===== config.mk =====
export PLATFORM = sky130hd
export DESIGN_NAME = lc2k_control_fsm
export DESIGN_NICKNAME = d
export VERILOG_FILES = /design/src/rtl/lc2k_control_fsm.sv
export SDC_FILE = /design/constraint.sdc
export NUM_CORES = 1
export LEC_CHECK = 0
export ABC_AREA = 1
export CAP_MARGIN = 20
export CORE_ASPECT_RATIO = 1.75
export CORE_MARGIN = 1.5
export CORE_UTILIZATION = 45
export DETAILED_ROUTE_END_ITERATION = 10
export DONT_BUFFER_PORTS = 1
export PLACE_DENSITY = 0.67
export SLEW_MARGIN = 20
export SYNTH_ARGS = -nofsm -noshare
export SYNTH_HDL_FRONTEND = slang
export SYNTH_SLANG_ARGS = --single-unit

===== constraint.sdc =====
create_clock -name clk -period 7.3 [get_ports clk]
set_input_delay 0.73 -clock clk [delete_from_list [all_inputs] [get_ports clk]]
set_output_delay 0.73 -clock clk [all_outputs]
set_load 0.01 [all_outputs]

===== src/rtl/lc2k_control_fsm.sv =====
// -----------------------------------------------------------------------------
// lc2k_control_fsm
//
// Multi-cycle fetch/decode/control sequencer for the LC2K CPU. Owns the PC and
// instruction register, runs the memory handshake for instruction fetch and
// lw/sw data accesses, drives the register file's read/write selects and
// write strobe, and steers the ALU and writeback muxes for all eight opcodes.
//
// Ports
//   clk                      system clock, rising edge
//   reset                    asynchronous, active-high reset
//   mem_rdata[31:0]          memory read data (instruction or lw data)
//   mem_ready                memory completes the current request this cycle
//   reg_a_value[31:0]        register file regA read value (jalr target)
//   regs_equal               datapath compare, regA value == regB value
//   mem_req                  memory request
//   mem_we                   write request (sw), valid with mem_req
//   mem_addr_sel             memory address mux: 0 = PC, 1 = ALU result
//   pc[PC_WIDTH-1:0]         current PC
//   read_regA[2:0]           IR[21:19]
//   read_regB[2:0]           IR[18:16]
//   write_reg[2:0]           destination register
//   CONTROL_ENABLE_REG_WRITE one-cycle register write strobe
//   alu_op[1:0]              00 add, 01 nor, 10 add regA + offset
//   offset_sext[31:0]        sign-extended IR[15:0]
//   wb_sel[1:0]              00 ALU, 01 mem_rdata, 10 PC (link)
//   halted                   halt retired; sticky until reset
//   instr_count[CNT_WIDTH-1:0] retired instructions, including halt
//   dbg_state[2:0]           current FSM state (FETCH=0 DECODE=1 EXEC=2
//                            MEM=3 WB=4 HALTED=5)
//
// Memory handshake (valid/ready): a transfer completes on a rising clk edge
// where mem_req and mem_ready are both high. Once mem_req is raised it stays
// high, with mem_we and mem_addr_sel unchanged, until that edge. mem_ready
// while mem_req is low is ignored.
// -----------------------------------------------------------------------------
module lc2k_control_fsm #(
    parameter int PC_WIDTH  = 16,
    parameter int CNT_WIDTH = 32
) (
    input  logic                 clk,
    input  logic                 reset,
    input  logic [31:0]          mem_rdata,
    input  logic                 mem_ready,
    input  logic [31:0]          reg_a_value,
    input  logic                 regs_equal,
    output logic                 mem_req,
    output logic                 mem_we,
    output logic                 mem_addr_sel,
    output logic [PC_WIDTH-1:0]  pc,
    output logic [2:0]           read_regA,
    output logic [2:0]           read_regB,
    output logic [2:0]           write_reg,
    output logic                 CONTROL_ENABLE_REG_WRITE,
    output logic [1:0]           alu_op,
    output logic [31:0]          offset_sext,
    output logic [1:0]           wb_sel,
    output logic                 halted,
    output logic [CNT_WIDTH-1:0] instr_count,
    output logic [2:0]           dbg_state
);

    typedef enum logic [2:0] {
        S_FETCH  = 3'd0,
        S_DECODE = 3'd1,
        S_EXEC   = 3'd2,
        S_MEM    = 3'd3,
        S_WB     = 3'd4,
        S_HALTED = 3'd5
    } state_t;

    localparam logic [2:0] OP_ADD  = 3'b000;
    localparam logic [2:0] OP_NOR  = 3'b001;
    localparam logic [2:0] OP_LW   = 3'b010;
    localparam logic [2:0] OP_SW   = 3'b011;
    localparam logic [2:0] OP_BEQ  = 3'b100;
    localparam logic [2:0] OP_JALR = 3'b101;
    localparam logic [2:0] OP_HALT = 3'b110;

    localparam logic [1:0] ALU_ADD = 2'b00;
    localparam logic [1:0] ALU_NOR = 2'b01;
    localparam logic [1:0] ALU_OFS = 2'b10;

    localparam logic [1:0] WB_ALU  = 2'b00;
    localparam logic [1:0] WB_MEM  = 2'b01;
    localparam logic [1:0] WB_LINK = 2'b10;

    state_t              state;
    logic [31:0]         ir;
    logic [PC_WIDTH-1:0] jalr_target;
    logic [2:0]          opcode;

    assign opcode      = ir[24:22];
    assign read_regA   = ir[21:19];
    assign read_regB   = ir[18:16];
    assign offset_sext = {{16{ir[15]}}, ir[15:0]};
    assign dbg_state   = state;

    // IR[31:25] carries no meaning, and only the low PC_WIDTH bits of regA
    // form a jalr target.
    logic unused_bits;
    assign unused_bits = ^{ir[31:25], reg_a_value[31:PC_WIDTH]};

    function automatic logic [CNT_WIDTH-1:0] sat_inc(input logic [CNT_WIDTH-1:0] v);
        return (v == {CNT_WIDTH{1'b1}}) ? v : v + CNT_WIDTH'(1);
    endfunction

    always_ff @(posedge clk or posedge reset) begin
        if (reset) begin
            state                    <= S_FETCH;
            ir                       <= '0;
            pc                       <= '0;
            jalr_target              <= '0;
            mem_req                  <= 1'b0;
            mem_we                   <= 1'b0;
            mem_addr_sel             <= 1'b0;
            write_reg                <= '0;
            CONTROL_ENABLE_REG_WRITE <= 1'b0;
            alu_op                   <= '0;
            wb_sel                   <= '0;
            halted                   <= 1'b0;
            instr_count              <= '0;
        end else begin
            case (state)
                S_FETCH: begin
                    mem_we       <= 1'b0;
                    mem_addr_sel <= 1'b0;
                    // First FETCH cycle after reset has mem_req low, so the
                    // request is raised here and the transfer waits a cycle.
                    if (mem_req && mem_ready) begin
                        ir      <= mem_rdata;
                        mem_req <= 1'b0;
                        state   <= S_DECODE;
                    end else begin
                        mem_req <= 1'b1;
                    end
                end

                S_DECODE: begin
                    pc <= pc + PC_WIDTH'(1);
                    if (opcode == OP_HALT) begin
                        halted      <= 1'b1;
                        instr_count <= sat_inc(instr_count);
                        state       <= S_HALTED;
                    end else begin
                        case (opcode)
                            OP_NOR:       alu_op <= ALU_NOR;
                            OP_LW, OP_SW: alu_op <= ALU_OFS;
                            default:      alu_op <= ALU_ADD;
                        endcase
                        state <= S_EXEC;
                    end
                end

                S_EXEC: begin
                    case (opcode)
                        OP_ADD, OP_NOR: begin
                            write_reg                <= ir[2:0];
                            wb_sel                   <= WB_ALU;
                            CONTROL_ENABLE_REG_WRITE <= (ir[2:0] != 3'd0);
                            state                    <= S_WB;
                        end
                        OP_LW, OP_SW: begin
                            mem_req      <= 1'b1;
                            mem_addr_sel <= 1'b1;
                            mem_we       <= (opcode == OP_SW);
                            state        <= S_MEM;
                        end
                        OP_BEQ: begin
                            // PC already points at the next instruction.
                            if (regs_equal) begin
                                pc <= pc + offset_sext[PC_WIDTH-1:0];
                            end
                            instr_count <= sat_inc(instr_count);
                            mem_req     <= 1'b1;
                            state       <= S_FETCH;
                        end
                        OP_JALR: begin
                            // Latched before the link write so jalr rX,rX
                            // jumps to the old regA value.
                            jalr_target              <= reg_a_value[PC_WIDTH-1:0];
                            write_reg                <= ir[18:16];
                            wb_sel                   <= WB_LINK;
                            CONTROL_ENABLE_REG_WRITE <= (ir[18:16] != 3'd0);
                            state                    <= S_WB;
                        end
                        default: begin
                            // noop (halt never reaches EXEC)
                            instr_count <= sat_inc(instr_count);
                            mem_req     <= 1'b1;
                            state       <= S_FETCH;
                        end
                    endcase
                end

                S_MEM: begin
                    if (mem_ready) begin
                        mem_we       <= 1'b0;
                        mem_addr_sel <= 1'b0;
                        if (opcode == OP_SW) begin
                            instr_count <= sat_inc(instr_count);
                            mem_req     <= 1'b1;
                            state       <= S_FETCH;
                        end else begin
                            // The loaded word is routed from mem_rdata through
                            // the writeback mux.
                            mem_req                  <= 1'b0;
                            write_reg                <= ir[18:16];
                            wb_sel                   <= WB_MEM;
                            CONTROL_ENABLE_REG_WRITE <= (ir[18:16] != 3'd0);
                            state                    <= S_WB;
                        end
                    end
                end

                S_WB: begin
                    CONTROL_ENABLE_REG_WRITE <= 1'b0;
                    // The link value (pc) is written this cycle; the jump
                    // takes effect at the same edge.
                    if (opcode == OP_JALR) begin
                        pc <= jalr_target;
                    end
                    instr_count <= sat_inc(instr_count);
                    mem_req     <= 1'b1;
                    state       <= S_FETCH;
                end

                S_HALTED: begin
                    mem_req                  <= 1'b0;
                    mem_we                   <= 1'b0;
                    mem_addr_sel             <= 1'b0;
                    CONTROL_ENABLE_REG_WRITE <= 1'b0;
                end

                default: begin
                    state   <= S_FETCH;
                    mem_req <= 1'b0;
                end
            endcase
        end
    end

endmodule


**After elaboration in Yosys (flattened, before gate mapping)**

Index checks and enable logic that the tools add are counted.

- Register bits after elaboration: 104
- Output and inout port bits: 101
- Input bits: 68

- Bitwise operators: 3
- Add/sub/neg operators: 3
- Eq/ne operators: 24
- Reductions and logical operators: 27
- Multiplexer cells: 39

Operators by type and width:

| cell | count |
|---|---|
| $mux 32 | 5 |
| $pmux 32 s4 | 1 |
| $mux 16 | 3 |
| $pmux 16 s3 | 1 |
| $add 32x1->32 const B | 1 |
| $eq 32x32->1 const B | 1 |
| $ne 2x2->1 const B | 10 |
| $mux 3 | 6 |
| $pmux 3 s2 | 3 |
| $add 16x1->16 const B | 1 |
| $add 16x16->16 | 1 |
| $eq 3x3->1 const B | 5 |
| $pmux 3 s5 | 1 |
| $reduce_bool 3->1 | 5 |
| $eq 3x2->1 const B | 4 |
| $pmux 2 s2 | 3 |
| $reduce_and 4->1 | 3 |
| $mux 1 | 9 |
| $pmux 1 s3 | 3 |
| $reduce_and 3->1 | 3 |
| $reduce_and 2->1 | 4 |
| $reduce_or 2->1 | 4 |
| $eq 3x1->1 const B | 2 |
| $logic_not 3->1 | 2 |
| 12 further kinds | 15 |

**Logic depth before layout (Yosys ltp)**

Gate-level depths: netlist of run 1.

- Word-level depth: 5
- Mapped depth: 16

**Worst setup path before layout of run 1**

Ideal clock, no wire load.

- Path kind: flip-flop to flip-flop
- Start: register state[2], in the netlist dbg_state[2]
- End: register pc[8]
- Arrival: 2.132 ns
- Path slack: 5.051 ns
- Period minus slack after synthesis: 2.249 ns
- Data required time: 7.184 ns
- Stages on the path, launching flop included: 16
- Path buffers: 0
- Path through: dfrtp_1 inv_1 nand2_2 nor2_2 nand2_1 ha_1 fa_1 nand2_1 nand2_1 and2_1 nand2_1 nand2_1 xnor2_1 nand2_1 nand2_1 nand2_1

- Cells in the longest elaborated chain, start to end: 3

RTL lines:

| what | line | text |
|---|---|---|
| start: declaration | 88 | `state_t state;` |
| start signal: assignment | 110 | `state <= S_FETCH;` |
| start signal: assignment | 133 | `state <= S_DECODE;` |
| start signal: assignment | 144 | `state <= S_HALTED;` |
| $eq 3x2->1 (tied with other cells) | 124 | `case (state)` |
| $ne 2x2->1 (no source line) or $reduce_bool 3->1 (tied branches) | -- |  |
| $reduce_and 4->1 (no source line) | -- |  |
| end signal: assignment | 140 | `pc <= pc + PC_WIDTH'(1);` |
| end signal: assignment | 172 | `pc <= pc + offset_sext[PC_WIDTH-1:0];` |
| end signal: assignment | 221 | `pc <= jalr_target;` |
| end: declaration | 50 | `output logic [PC_WIDTH-1:0] pc,` |

Several ways; a longest one is shown, not always the timed one.
A chain may end at the register's enable or synchronous reset.

**Final worst setup path of run 1**

- Start: register instr_count[0]
- End: register instr_count[24]

- Cells in the longest elaborated chain, start to end: 5

RTL lines:

| what | line | text |
|---|---|---|
| start: declaration | 59 | `output logic [CNT_WIDTH-1:0] instr_count,` |
| start signal: assignment | 143 | `instr_count <= sat_inc(instr_count);` |
| start signal: assignment | 174 | `instr_count <= sat_inc(instr_count);` |
| start signal: assignment | 189 | `instr_count <= sat_inc(instr_count);` |
| $add 32x1->32 or $eq 32x32->1 (tied branches) | 105 | `return (v == {CNT_WIDTH{1'b1}}) ? v : v + CNT_WIDTH'(1);` |
| $mux 32 * | 105 |  |
| $mux 32 | 200 | `if (opcode == OP_SW) begin` |
| $mux 32 | 197 | `if (mem_ready) begin` |
| $pmux 32 s4 * | 124 |  |

Every way passes the cells marked *; elsewhere a longest branch is shown, timed or not. The select of a mux whose other input is x is not followed.

==> results of run 1 <==
[logic make-up after synthesis]
group | Yosys count | share of synthesized area
AO/OA/AOI/OAI | 68 | 0.0598
XOR/XNOR | 29 | 0.0386
adder cells (fa/ha/maj) | 17 | 0.0335
buffers and inverters | 154 | 0.121
flip-flops | 104 | 0.396
multiplexers | 21 | 0.0405
AND/OR/NAND/NOR | 493 | 0.311
[worst max-delay path: cells and delay by family, from the launching register on]
| family | cells | cell delay, ns |
|---|---|---|
| fa+ha+maj | 1 | 0.23 |
| simple gates | 6 | 1.17 |
| buf+inv | 3 | 0.69 |
| flops | 1 | 0.50 |
[path summary, 6_finish.rpt]
kind / slack, ns / to / from / cells after the start
max in group asynchronous: 5.76 / ir[15] / reset / 2
worst max register to register: 4.56 / instr_count[24] / instr_count[0] / 10
worst max-delay path: 4.56 / instr_count[24] / instr_count[0] / 10
worst min register to register: 0.51 / jalr_target[12] / jalr_target[12] / 1
min in group clk: 0.51 / wb_sel[0] / mem_ready / 2
worst min-delay path: 0.36 / instr_count[11] / reset / 1
[metal layers]
metal  up-vias  share of wire
li1       2664              -
met2       123           0.58
met1      2472           0.34
met4         0          0.032
met3        29          0.048
met5         -              0
[layout by cell type, fill, tap and decap left out, drive strengths merged, types with 7 or more instances in the layout]
cell type / instances
xor2: 19
inv: 98
nand2: 305
nor2: 104
or2: 7
xnor2: 10
dfrtp: 104
mux2: 21
o21ai: 17
nand3: 38
nand4: 9
ha: 16
a21oi: 34
nor3: 23
clkbuf: 11
o211ai: 7
[stage by stage]
step / std cells / power [µW]
2_1_floorplan: 886 / 2160
3_3_place_gp: 1012 / 2270
3_5_place_dp: 1012 / 2300
4_1_cts: 1027 / 2810
5_1_grt: 1027 / 3010
6_report: 1027 / 2770
[report_power, final]
part | switching [µW] | internal, µW
combinational | 770 | 425
clock | 224 | 276
sequential | 299 | 779
total | 1290 | 1480
[cell type report]
type | instances | area [µm²]
inverter | 97 | 367
fill | 1449 | 7600
clock inverter | 4 | 55.1
clock buffer | 11 | 243
multi-input combinational | 628 | 3180
timing repair buffer | 3 | 22.5
tap | 180 | 225
sequential | 104 | 2600
==> results.sh, run 1 <==
export IMPL_status="complete, no violations"
export IMPL_ys_seq_area_frac=0.396
export IMPL_synth_common_cells="nand2_1 (299), dfrtp_1 (104), nor2_1 (102)"
export IMPL_pre_cts_slack_ns=4.49
export IMPL_grt_max_degree=57
export IMPL_syn_nets=971
export IMPL_start_util=0.460
export IMPL_syn_avg_cell_area_um2=7.42
export IMPL_dr_pass1_iters=5
export IMPL_end_kind="register"
export IMPL_cts_sinks=104
export IMPL_ys_ff_latch=104
export IMPL_postRouteAntennaNets=0
export IMPL_postCtsSetupBuffers=0
export IMPL_die_area_um2=15400
export IMPL_tns_ns=0
export IMPL_yosysWarnings=0
export IMPL_clkTransAtPathRegs_ns=0.07
export IMPL_synth_area_top_cells="dfrtp_1 (40%), nand2_1 (17%), nor2_1 (5.8%)"
export IMPL_grt_busiest_layer="met2"
export IMPL_start_kind="register"
export IMPL_path_max_fanout=38
export IMPL_synth_flop_cell="dfrtp_1"
export IMPL_grt_pass1_wl_um=26800
export IMPL_cts_root_buffer="clkbuf_16"
export IMPL_cts_resized=0
export IMPL_port_buffer_count=0
export IMPL_reg_top3="instr_count x32, ir x25"
export IMPL_powerDensity_nw_per_um2=414
export IMPL_fp_row_count=58
export IMPL_syn_to_final_growth_pct=1.83
export IMPL_synth_area_um2=6570
export IMPL_die_w_um=94.4
export IMPL_slowest_stage="nand2_2"
export IMPL_fin_area_um2=6690
export IMPL_fin_crit_ns=2.74
export IMPL_hold_path_class="input pin to asynchronous set/reset pin"
export IMPL_postLayoutCoreUtil=0.468
export IMPL_maxCapViolations=0
export IMPL_num_vias=5288
export IMPL_crit_chain="ha_1 > nand2_1 > inv_1 > nand3_1 > inv_1 > nand3b_1 > nand2_2 > inv_2 > nand2_1 > nand2_1"
export IMPL_yosysTopAreaCell="dfrtp_1"
export IMPL_nNetsFinal=928
export IMPL_holdBufCountCts=0
export IMPL_insertion_delay_ns=0.35
export IMPL_holdWs_ns=0.361
export IMPL_async_flop_share=1.00
export IMPL_max_freq_ghz=0.365
export IMPL_required_ns=7.54
export IMPL_slew_headroom=0.369
export IMPL_final_hold_violation_count=0
export IMPL_core_area_um2=14300
export IMPL_antenna_found_initial=0
export IMPL_synth_edf_count=0
export IMPL_gr_usage_met2=0.464
export IMPL_crit_path_frequent_cell="nand2_1"
export IMPL_cts_buffer_depth=2
export IMPL_grt_util_met1=0.218
export IMPL_synthesis_instances=886
export IMPL_pin_count=169
export IMPL_grt_util_met3=0.0462
export IMPL_routabilityCongestion=0.898
export IMPL_cts_made_buffers=9
export IMPL_first_iter_violations=255
export IMPL_maxSlewViolCount=0
export IMPL_synth_cell_type_count=40
export IMPL_largest_reg_flops=32
export IMPL_vdd_drop_max_uv=233
export IMPL_grt_usage=0.231
export IMPL_setup_viol=0
export IMPL_wl_per_cell_um=16.8
export IMPL_min_period_over_period=0.375
export IMPL_post_route_drc_count=0
export IMPL_critical_path_max_stage_delay_ns=0.56
export IMPL_synth_top_area_share=0.396
export IMPL_arrival_ns=2.98
export IMPL_antennaDiodeCount=0
export IMPL_synth_most_common_cell="nand2_1"
export IMPL_worstSetupPathType="register to register"
export IMPL_dpl_instance_area_um2=6390
export IMPL_grt_pass1_vias=5311
export IMPL_finalClockSkew_ns=0.00892
export IMPL_regMostFlops="instr_count"
export IMPL_die_height_um=163
export IMPL_power_leakage_uw=0.00345
export IMPL_cts_tree="yes"
export IMPL_drive_above_1_share=0.0779
export IMPL_post_drt_via_cell_ratio=5.15
export IMPL_worstMarginPinSlew_ns=0.947
export IMPL_htreeDepth=3
export IMPL_fin_ws_ns=4.56
export IMPL_rsz0062_at_grt="false"
export IMPL_gr_total_overflow=0
export IMPL_dpl_hpwl_um=13300
export IMPL_routed_wl_um=17300
Note: power is estimated with default switching activity, not from simulation.
==> inputs of run 2 (changes only) <==
- clock period: 7.3 -> 2.9 ns (I/O delays scaled with it)
==> results.sh, run 2 (synthesis gave the netlist of run 1 again) <==
export IMPL_holdBufCountCts=1
export IMPL_dp_cells=1019
export IMPL_drive_above_1_share=0.0876
export IMPL_post_drt_via_cell_ratio=5.16
export IMPL_grt_pass1_wl_um=26500
export IMPL_syn_to_final_growth_pct=3.58
export IMPL_instances_no_fill=1036
export IMPL_min_path_cells=2
export IMPL_p_total_uw=7150
export IMPL_power_switching_uw=3270
export IMPL_final_hold_violation_count=0
export IMPL_antenna_found_initial=0
export IMPL_powerDensity_nw_per_um2=1050
export IMPL_pre_cts_slack_ns=0.372
export IMPL_pin_count=169
export IMPL_port_buffer_count=0
export IMPL_die_area_um2=15400
export IMPL_start_kind="register"
export IMPL_regMostFlops="instr_count"
export IMPL_slew_headroom=0.393
export IMPL_r2r_cells=13
export IMPL_grt_max_degree=83
export IMPL_nNetsFinal=936
export IMPL_core_area_um2=14300
export IMPL_sw_frac_of_total=0.457
export IMPL_min_period_over_period=0.868
export IMPL_cts_resized=0
export IMPL_fillers=1416
export IMPL_worstMarginPinSlew_ns=0.910
export IMPL_setup_viol=0
export IMPL_vdd_drop_max_uv=314
export IMPL_worstSetupPathType="register to register"
export IMPL_finalClockSkew_ns=0.0107
export IMPL_required_ns=3.14
export IMPL_clkPwrFrac=0.192
export IMPL_cts_sinks=104
export IMPL_cts_root_buffer="clkbuf_16"
export IMPL_dr_pass1_iters=6
export IMPL_grt_pass1_vias=5333
export IMPL_routed_wl_um=17000
export IMPL_power_leakage_uw=0.00351
export IMPL_maxSlewViolCount=0
export IMPL_tns_ns=0
export IMPL_rsz0062_at_grt="false"
export IMPL_wl_per_cell_um=16.4
export IMPL_die_w_um=94.4
export IMPL_status="complete, no violations"
export IMPL_fin_crit_ns=2.52
export IMPL_grt_usage=0.228
export IMPL_postCtsSetupBuffers=0
export IMPL_max_freq_ghz=0.397
export IMPL_postLayoutCoreUtil=0.476
export IMPL_path_max_fanout=18
export IMPL_end_kind="register"
export IMPL_htreeDepth=3
export IMPL_num_vias=5343
export IMPL_fp_row_count=58
export IMPL_start_util=0.460
export IMPL_hold_path_class="input pin to register"
export IMPL_p_int_uw=3880
export IMPL_die_height_um=163
export IMPL_cts_made_buffers=9
export IMPL_arrival_ns=2.76
export IMPL_p_seq_frac=0.364
export IMPL_maxCapViolations=0
export IMPL_gr_total_overflow=0
export IMPL_fin_ws_ns=0.384
export IMPL_reg_top3="instr_count x32, ir x25"
export IMPL_dpl_hpwl_um=13300
export IMPL_cts_buffer_depth=2
export IMPL_final_cell_mix="nand2_1 (299), dfrtp_1 (103), nor2_1 (102)"
export IMPL_postRouteAntennaNets=0
export IMPL_largest_reg_flops=32
export IMPL_insertion_delay_ns=0.35
export IMPL_antennaDiodeCount=0
export IMPL_layout_commonest_cell="nand2_1"
export IMPL_post_route_drc_count=0
export IMPL_pwr_share_comb=0.444
export IMPL_cts_tree="yes"
export IMPL_clkTransAtPathRegs_ns=0.07
export IMPL_routabilityCongestion=0.893
export IMPL_first_iter_violations=302
-- run 2: metal layers --
| metal | track usage | part of all wire |
|---|---|---|
| met1 | 0.207 | 0.33 |
| met4 | 0.136 | 0.057 |
| met2 | 0.434 | 0.56 |
| met3 | 0.0626 | 0.057 |
| met5 | 0 | 0 |
-- run 2: critical path: stages, from the launching register on --
cell     delay (ns)
dfrtp_1        0.54
inv_2          0.08
nor2_4         0.15
nand2_4        0.16
nor2_1         0.24
ha_1           0.31
or2_2          0.29
and2_1         0.20
nand3_1        0.11
nand3_1        0.08
nand2_1        0.06
nand3_1        0.06
nand2_1        0.08
nand2_1        0.05
-- run 2: final cells by class --
type | count | area [µm²] | area share
Clock buffer | 10 | 239 | 0.0351
Clock inverter | 6 | 97.6 | 0.0143
Inverter | 97 | 368 | 0.0540
Multi-Input combinational cell | 628 | 3180 | 0.467
Sequential cell | 104 | 2600 | 0.382
Tap cell | 180 | 225 | 0.0331
Timing Repair Buffer | 11 | 97.6 | 0.0143
-- run 2: path summary, 6_finish.rpt --
check / from / endpoint / slack [ns]
hold / removal: mem_ready / wb_sel[0] / 0.07
setup / recovery: dbg_state[1] / pc[12] / 0.38
setup reg to reg: dbg_state[1] / pc[12] / 0.38
max in group asynchronous: reset / ir[15] / 1.60
hold reg to reg: jalr_target[15] / jalr_target[15] / 0.52
min in group asynchronous: reset / instr_count[13] / 0.46
-- run 2: power groups by stage --
| stage | clock [µW] | sequential, µW | combinational, µW |
|---|---|---|---|
| after floorplan | 0 | 2410 | 3030 |
| after global placement | 0 | 2640 | 3160 |
| after detailed placement | 0 | 2650 | 3200 |
| after CTS | 1400 | 2620 | 3220 |
| after global routing | 1460 | 2690 | 3600 |
| final | 1380 | 2600 | 3170 |
-- run 2: metrics by stage --
stage,hold slack [ns],instance area (µm²)
floorplan,0.407,6580
global placement,0.221,6460
detailed placement,0.227,6460
CTS,0.0594,6810
global route,0.0686,6810
finish,0.0691,6810
==> inputs of run 3 (changes only) <==
- CTS_BUF_LIST: default -> sky130_fd_sc_hd__clkbuf_8
==> results.sh, run 3 (synthesis gave the netlist of run 1 again) <==
export IMPL_drive_above_1_share=0.0876
export IMPL_cts_sinks=104
export IMPL_dr_pass1_iters=5
export IMPL_insertion_delay_ns=0.37
export IMPL_arrival_ns=2.80
export IMPL_seqCellArea_um2=2600
export IMPL_clkTransAtPathRegs_ns=0.11
export IMPL_die_area_um2=15400
export IMPL_crit_family="simple AND/OR/NAND/NOR gates"
export IMPL_dpl_hpwl_um=13300
export IMPL_end_kind="register"
export IMPL_die_height_um=163
export IMPL_largest_reg_flops=32
export IMPL_p_seq_frac=0.381
export IMPL_first_iter_violations=245
export IMPL_htreeDepth=3
export IMPL_start_util=0.460
export IMPL_rsz0062_at_grt="false"
export IMPL_powerDensity_nw_per_um2=1020
export IMPL_postLayoutCoreUtil=0.469
export IMPL_cts_buffer_depth=2
export IMPL_status="complete, no violations"
export IMPL_cts_made_buffers=9
export IMPL_reg_top3="instr_count x32, ir x25"
export IMPL_antennaDiodeCount=0
export IMPL_layout_commonest_cell="nand2_1"
export IMPL_critical_path_max_stage_delay_ns=0.56
export IMPL_post_route_drc_count=0
export IMPL_cts_root_buffer="clkbuf_8"
export IMPL_regMostFlops="instr_count"
export IMPL_pin_count=169
export IMPL_final_hold_violation_count=0
export IMPL_fin_crit_ns=2.53
export IMPL_sw_frac_of_total=0.472
export IMPL_slowest_stage="dfrtp_1"
export IMPL_tns_ns=0
export IMPL_vdd_drop_max_uv=348
export IMPL_postRouteAntennaNets=0
export IMPL_p_int_uw=3610
export IMPL_dp_cells=1019
export IMPL_power_leakage_uw=0.00347
export IMPL_num_vias=5289
export IMPL_wl_per_cell_um=16.3
export IMPL_maxSlewViolCount=0
export IMPL_fillers=1428
export IMPL_hold_path_class="input pin to register"
export IMPL_instances_no_fill=1036
export IMPL_die_w_um=94.4
export IMPL_gr_total_overflow=0
export IMPL_fp_row_count=58
export IMPL_grt_max_degree=83
export IMPL_finalClockSkew_ns=0.0142
export IMPL_multi_input_area_um2=3180
export IMPL_required_ns=3.17
export IMPL_start_kind="register"
export IMPL_slew_headroom=0.396
export IMPL_worst_path_buf_inv=1
export IMPL_cts_tree="yes"
export IMPL_worstMarginPinSlew_ns=0.906
export IMPL_syn_to_final_growth_pct=2.04
export IMPL_pwr_share_comb=0.463
export IMPL_worstSetupPathType="register to register"
export IMPL_crit_chain="inv_2 > nor2_4 > nand2_4 > nor2_1 > ha_1 > or2_2 > and2_1 > nand3_1 > nand3_1 > nand2_1 > nand3_1 > nand2_1 > nand2_1"
export IMPL_max_freq_ghz=0.396
export IMPL_setup_viol=0
export IMPL_grt_usage=0.226
export IMPL_port_buffer_count=0
export IMPL_routed_wl_um=16900
export IMPL_post_drt_via_cell_ratio=5.11
export IMPL_nNetsFinal=936
export IMPL_min_period_over_period=0.872
export IMPL_grt_pass1_wl_um=26400
export IMPL_routabilityCongestion=0.893
export IMPL_final_cell_mix="nand2_1 (299), dfrtp_1 (103), nor2_1 (102)"
export IMPL_maxCapViolations=0
export IMPL_grt_pass1_vias=5321
export IMPL_power_switching_uw=3220
export IMPL_path_max_fanout=18
export IMPL_antenna_found_initial=0
export IMPL_core_area_um2=14300
export IMPL_clkPwrFrac=0.157
run 3: changes by cell type in the layout (fill, tap and decap cells not counted):
cell and delta:
clkbuf_16 -9, clkbuf_8 +9
run 3: worst paths after layout:
kind                                  from               to  slack, ns  cells past startpoint
setup / recovery              dbg_state[1]           pc[12]       0.37                     13
hold / removal                   mem_ready        wb_sel[0]       0.04                      2
setup reg to reg              dbg_state[1]           pc[12]       0.37                     13
hold reg to reg            jalr_target[15]  jalr_target[15]       0.52                      2
max in group asynchronous            reset           ir[15]       1.64                      3
min in group asynchronous            reset  instr_count[13]       0.43                      2
run 3: cell type report:
cell class,count,share of cell area
clock buffer,10,0.0205
clock inverter,6,0.0146
inverter,97,0.0549
multi-input combinational,628,0.474
sequential,104,0.388
tap,180,0.0336
timing repair buffer,11,0.0146
run 3: what timing repair did:
item / 4_1_cts / 5_1_grt
resized for setup: 0 / 0
setup buffers: 0 / 0
hold buffers: 1 / 0
hold endpoints to repair: 22 / 0
run 3: metrics by stage:
stage	instance area (µm²)	worst slack [ns]	total power [µW]	hold slack [ns]
after CTS	6710	0.350	6940	0.0242
after global placement	6460	0.412	5800	0.221
after floorplan	6580	0.651	5430	0.407
after global routing	6710	0.145	7430	0.0339
after detailed placement	6460	0.372	5850	0.227
final	6710	0.372	6830	0.0429
run 3: power groups by stage:
stage / registers, µW / logic (µW) / clock network (µW)
2_1_floorplan: 2410 / 3030 / 0
3_3_place_gp: 2640 / 3160 / 0
3_5_place_dp: 2650 / 3200 / 0
4_1_cts: 2620 / 3220 / 1100
5_1_grt: 2680 / 3590 / 1150
6_report: 2600 / 3160 / 1070
run 3: routing by layer:
| layer | track usage | vias to the layer above | part of all wire |
|---|---|---|---|
| li1 | - | 2671 | - |
| met4 | 0.143 | 0 | 0.057 |
| met3 | 0.0523 | 54 | 0.052 |
| met2 | 0.434 | 134 | 0.56 |
| met5 | 0 | - | 0 |
| met1 | 0.205 | 2430 | 0.33 |
